## src/rtl/complex_frequency_estimator.sv

```systemverilog
// Streaming I/Q tone frequency estimator: CORDIC phase, differencer, block average.
// Output word uses the NCO scale, 2^32 = one full turn per sample.
module complex_frequency_estimator #(
    parameter int WIDTH    = 16,
    parameter int STAGES   = 16,
    parameter int LOG2_AVG = 10
) (
    input  logic             ipClk,
    input  logic             ipReset,
    input  logic             ipValid,
    input  logic [WIDTH-1:0] ipI,
    input  logic [WIDTH-1:0] ipQ,
    output logic [31:0]      opFrequency,
    output logic             opValid
);

    localparam int XW = WIDTH + 2;
    localparam int SW = 32 + LOG2_AVG;

    // atan(2^-k) with 2^32 = 2*pi, rounded to nearest
    function automatic logic [31:0] atanWord(input int k);
        case (k)
            0:       atanWord = 32'h2000_0000;
            1:       atanWord = 32'h12E4_051E;
            2:       atanWord = 32'h09FB_385B;
            3:       atanWord = 32'h0511_11D4;
            4:       atanWord = 32'h028B_0D43;
            5:       atanWord = 32'h0145_D7E1;
            6:       atanWord = 32'h00A2_F61E;
            7:       atanWord = 32'h0051_7C55;
            8:       atanWord = 32'h0028_BE53;
            9:       atanWord = 32'h0014_5F2F;
            10:      atanWord = 32'h000A_2F98;
            11:      atanWord = 32'h0005_17CC;
            12:      atanWord = 32'h0002_8BE6;
            13:      atanWord = 32'h0001_45F3;
            14:      atanWord = 32'h0000_A2FA;
            15:      atanWord = 32'h0000_517D;
            default: atanWord = 32'h0000_0000;
        endcase
    endfunction

    typedef enum logic {PRIME, ACCUM} stateT;

    logic signed [XW-1:0] xs [0:STAGES];
    logic signed [XW-1:0] ys [0:STAGES];
    logic [31:0]          zs [0:STAGES];
    logic                 vs [0:STAGES];
    logic                 zeroS [0:STAGES];

    logic signed [XW-1:0] iExt, qExt;
    logic [31:0]          phase, prevPhase, d;
    logic                 phaseValid, dValid, diffEn;
    logic signed [SW-1:0] sum, dExt, total;
    logic [LOG2_AVG-1:0]  count;
    stateT                state, stateNext;

    assign iExt = {{2{ipI[WIDTH-1]}}, ipI};
    assign qExt = {{2{ipQ[WIDTH-1]}}, ipQ};

    always_ff @(posedge ipClk) begin
        vs[0]    <= ipReset ? 1'b0 : ipValid;
        zeroS[0] <= (ipI == '0) && (ipQ == '0);
        if (!ipI[WIDTH-1]) begin
            xs[0] <= iExt;
            ys[0] <= qExt;
            zs[0] <= 32'h0000_0000;
        end else if (!ipQ[WIDTH-1]) begin
            xs[0] <= qExt;
            ys[0] <= -iExt;
            zs[0] <= 32'h4000_0000;
        end else begin
            xs[0] <= -qExt;
            ys[0] <= iExt;
            zs[0] <= 32'hC000_0000;
        end
        for (int k = 0; k < STAGES; k++) begin
            vs[k+1]    <= ipReset ? 1'b0 : vs[k];
            zeroS[k+1] <= zeroS[k];
            if (!ys[k][XW-1]) begin
                xs[k+1] <= xs[k] + (ys[k] >>> k);
                ys[k+1] <= ys[k] - (xs[k] >>> k);
                zs[k+1] <= zs[k] + atanWord(k);
            end else begin
                xs[k+1] <= xs[k] - (ys[k] >>> k);
                ys[k+1] <= ys[k] + (xs[k] >>> k);
                zs[k+1] <= zs[k] - atanWord(k);
            end
        end
    end

    // A zero vector has no angle; report 0 instead of the summed atans
    assign phase      = zeroS[STAGES] ? 32'h0 : zs[STAGES];
    assign phaseValid = vs[STAGES];

    always_ff @(posedge ipClk) begin
        if (ipReset) state <= PRIME;
        else         state <= stateNext;
    end

    always_comb begin
        stateNext = state;
        diffEn    = 1'b0;
        unique case (state)
            PRIME: if (phaseValid) stateNext = ACCUM;
            ACCUM: diffEn = phaseValid;
        endcase
    end

    always_ff @(posedge ipClk) begin
        if (ipReset) begin
            prevPhase <= '0;
            dValid    <= 1'b0;
            d         <= '0;
        end else begin
            dValid <= diffEn;
            d      <= phase - prevPhase;
            if (phaseValid) prevPhase <= phase;
        end
    end

    assign dExt  = {{LOG2_AVG{d[31]}}, d};
    assign total = sum + dExt;

    always_ff @(posedge ipClk) begin
        if (ipReset) begin
            sum         <= '0;
            count       <= '0;
            opFrequency <= '0;
            opValid     <= 1'b0;
        end else begin
            opValid <= 1'b0;
            if (dValid) begin
                if (count == '1) begin
                    opFrequency <= total[LOG2_AVG +: 32];
                    opValid     <= 1'b1;
                    sum         <= '0;
                    count       <= '0;
                end else begin
                    sum   <= total;
                    count <= count + 1'b1;
                end
            end
        end
    end

endmodule

```

## config.mk

```make
export PLATFORM = sky130hd
export DESIGN_NAME = complex_frequency_estimator
export DESIGN_NICKNAME = d
export VERILOG_FILES = /design/src/rtl/complex_frequency_estimator.sv
export SDC_FILE = /design/constraint.sdc
export NUM_CORES = 2
export LEC_CHECK = 0
export CAP_MARGIN = 20
export CORE_UTILIZATION = 65
export CTS_BUF_LIST = sky130_fd_sc_hd__clkbuf_4 sky130_fd_sc_hd__clkbuf_8 sky130_fd_sc_hd__clkbuf_16
export DETAILED_ROUTE_END_ITERATION = 7
export PLACE_DENSITY = 0.82
export SKIP_CTS_REPAIR_TIMING = 1
export SYNTH_ARGS = -nofsm -noshare
export SYNTH_HDL_FRONTEND = slang
export SYNTH_SLANG_ARGS = --single-unit
```

## constraint.sdc

```tcl
create_clock -name ipClk -period 5.36 [get_ports ipClk]
set_clock_uncertainty 0.1 [all_clocks]
set_input_delay 1.608 -clock ipClk [delete_from_list [all_inputs] [get_ports ipClk]]
set_output_delay 1.608 -clock ipClk [all_outputs]
set_load 0.05 [all_outputs]
```

==> flow_summary.yaml <==
synth:
  synth-main-ff-cell: "dfxtp_1"
  synth_xor_area_share_pct: 12.3
  synth_mux_area_share_pct: 0.997
  synthSimpleGateAreaFrac_pct: 14.5
  synth_cell_types: 110
  netlist_area_um2: 75400
  synth_edf_count: 38
  ys_ff_latch: 1149
  netlist_instances: 8578
  async_reset_ff_share_pct: 0
  synth_compound_area_share_pct: 19.7
  ys_seq_area_share_pct: 31.0
  avgSynthCellArea_um2: 8.79
  yosysWarningCount: 0
  synth_top_family_by_area: "compound AO/OA/AOI/OAI gates"
  synthAdderAreaFrac_pct: 18.0
floorplanning:
  initial_core_util_pct: 65.8
  num_io_pins: 68
  dieWidth_um: 343
  coreArea_um2: 115000
  dieHeight_um: 343
  placementRows: 124
  dieArea_um2: 117000
sta:
  rsz0062_at_grt: "no"
  tns_ps: 0
  worst_pin_slew_ps: 1040
  post-route-period-util_pct: 79.9
  finalHoldViolCount: 0
  setup_viol: 0
  max-slew-margin-rel_pct: 30.6
  slew_viol_final: 0
  min_period_ps: 4280
  max_freq_ghz: 0.233
grt:
  grt_max_degree: 98
  grt_pass1_wl_mm: 275
  grt.total_usage_pct: 27.5
  grt-ovfl-total: 0
  use_met1_pct: 30.9
  met2_usage_pct: 51.7
  use_met3_pct: 3.27
  grt_pass1_vias: 60100
  grt_busiest_layer: "met2"
  antenna_found_initial: 0
place:
  dpl_cell_area_um2: 77700
  gp_congestion: 0.921
  dp_hpwl_mm: 127
  io_buffer_count: 67
clock_network:
  cts_buffers: 121
  clk_pin_slew_ps: 60
  htreeDepth: 3
  clkSinkCount: 1149
  clock_latency_ps: 750
  tritoncts: "done"
  clockBufferDepth: 3
  root_buffer: "clkbuf_16"
final_layout:
  layout_commonest_cell: "dfxtp_1"
  drive_gt1_share_pct: 4.79
  num-nets-final: 9779
  final_area_um2: 82200
  final_cell_mix: "dfxtp_1, ha_1, nor2_1, xnor2_1, a21oi_1"
  area_growth_pct: 8.96
  num_antenna_cells: 0
  fill_cells: 8522
routing:
  wire_per_inst_um: 16.1
  firstDrtPassIters: 8
  finalWirelength_mm: 165
  vias_per_cell: 5.91
  initialDrtViolationCount: 3457
  ant_nets: 0
  drc: 5
  route.vias.total: 60800
status:
  violations: "design-rule violations"
  status: "finished, violations left"
setup_path:
  crit_family: "compound AO/OA/AOI/OAI gates"
  crit_type: "reg -> reg"
  crit_slowest_cell: "dfxtp_1"
  cp_data_required_time_ps: 5910
  critPathArrivalTime_ps: 4840
  crit_buf_inv: 1
  crit_chain: "inv_1 > ha_1 > o21a_1 > o21a_1 > o21ai_0 > a41oi_1 > o2111ai_1 > a21oi_1 > o31ai_1 > o21ai_0 > a21oi_1 > xnor2_1"
  endpoint_kind: "flip-flop"
  start_kind: "flip-flop"
  worstPathMaxFanout: 19
  cp_slowest_stage_delay_ps: 680
flow_run:
  timing.max_cap.violations: 0
min_path:
  hold_path_class: "reg -> reg"
[synthesized netlist by cell type, drive strengths merged, types with 54 or more instances]
cell type	number	share of area (%)
nor3	267	1.8
nand2	357	1.8
nor2b	176	1.5
a31oi	67	0.63
and3	79	0.66
mux2i	56	0.74
inv	534	2.7
xnor2	741	8.6
clkbuf	135	0.68
o21ai	450	3.0
o21bai	162	1.6
o21a	99	0.99
nand3	151	1.0
xor2	320	3.7
nor2	832	4.1
ha	1023	17
or3	90	0.75
a211oi	67	0.69
a21o	251	2.5
and2	54	0.45
a21oi	728	4.9
nand2b	76	0.63
dfxtp	1111	29
[registers in the layout (all words and copies together), names as in the netlist]
name / count
dValid: 1
state: 1
prevPhase: 31
zeroS: 17
ys: 270
sum: 41
count: 10
zs: 441
opFrequency: 32
opValid: 1
xs: 256
d: 31
vs: 17
[metrics by stage]
| step | hold WS, ps | util, % | worst slack [ps] | std cells |
|---|---|---|---|---|
| global placement | 212 | 67.8 | 1080 | 10100 |
| CTS | 225 | 71.7 | 1150 | 10300 |
| floorplan | 210 | - | 1450 | 8616 |
| finish | 223 | 71.7 | 1080 | 10300 |
| global route | 229 | 71.7 | 856 | 10300 |
| detailed placement | 212 | 67.8 | 1070 | 10100 |
[per-layer routing]
metal | vias to the layer above | routed length [µm]
li1 | 30600 | -
met5 | - | 0
met2 | 1335 | 84000
met3 | 431 | 6200
met4 | 0 | 6400
met1 | 28500 | 68700
[area by class of cell]
type / instances / area (µm²) / share of cell area (%)
Multi-Input combinational cell: 6778 / 49600 / 60.3
Timing Repair Buffer: 95 / 873 / 1.06
Clock buffer: 148 / 3320 / 4.05
Tap cell: 1512 / 1890 / 2.30
Inverter: 536 / 2010 / 2.45
Clock inverter: 82 / 1100 / 1.34
Sequential cell: 1149 / 23400 / 28.5
[cells by family after synthesis]
logic type	Yosys count
xor+xnor	1061
simple gates	2282
buf+inv	689
flops	1149
other cells	2
compound gates	2259
mux	73
fa+ha+maj	1063
[path summary, 6_finish.rpt]
check | start | endpoint | slack, ps | cells past startpoint
worst max-delay path | ys[7][17]$_DFF_P_ | zs[8][31]$_DFF_P_ | 1080 | 12
worst min-delay path | zeroS[0][4]$_DFF_P_ | zeroS[0][5]$_DFF_P_ | 220 | 0
worst max register to register | ys[7][17]$_DFF_P_ | zs[8][31]$_DFF_P_ | 1080 | 12
worst min register to register | zeroS[0][4]$_DFF_P_ | zeroS[0][5]$_DFF_P_ | 220 | 0
Power is not shown: default switching activity piles up to over one toggle a cycle in this logic, so the estimate is an artifact.
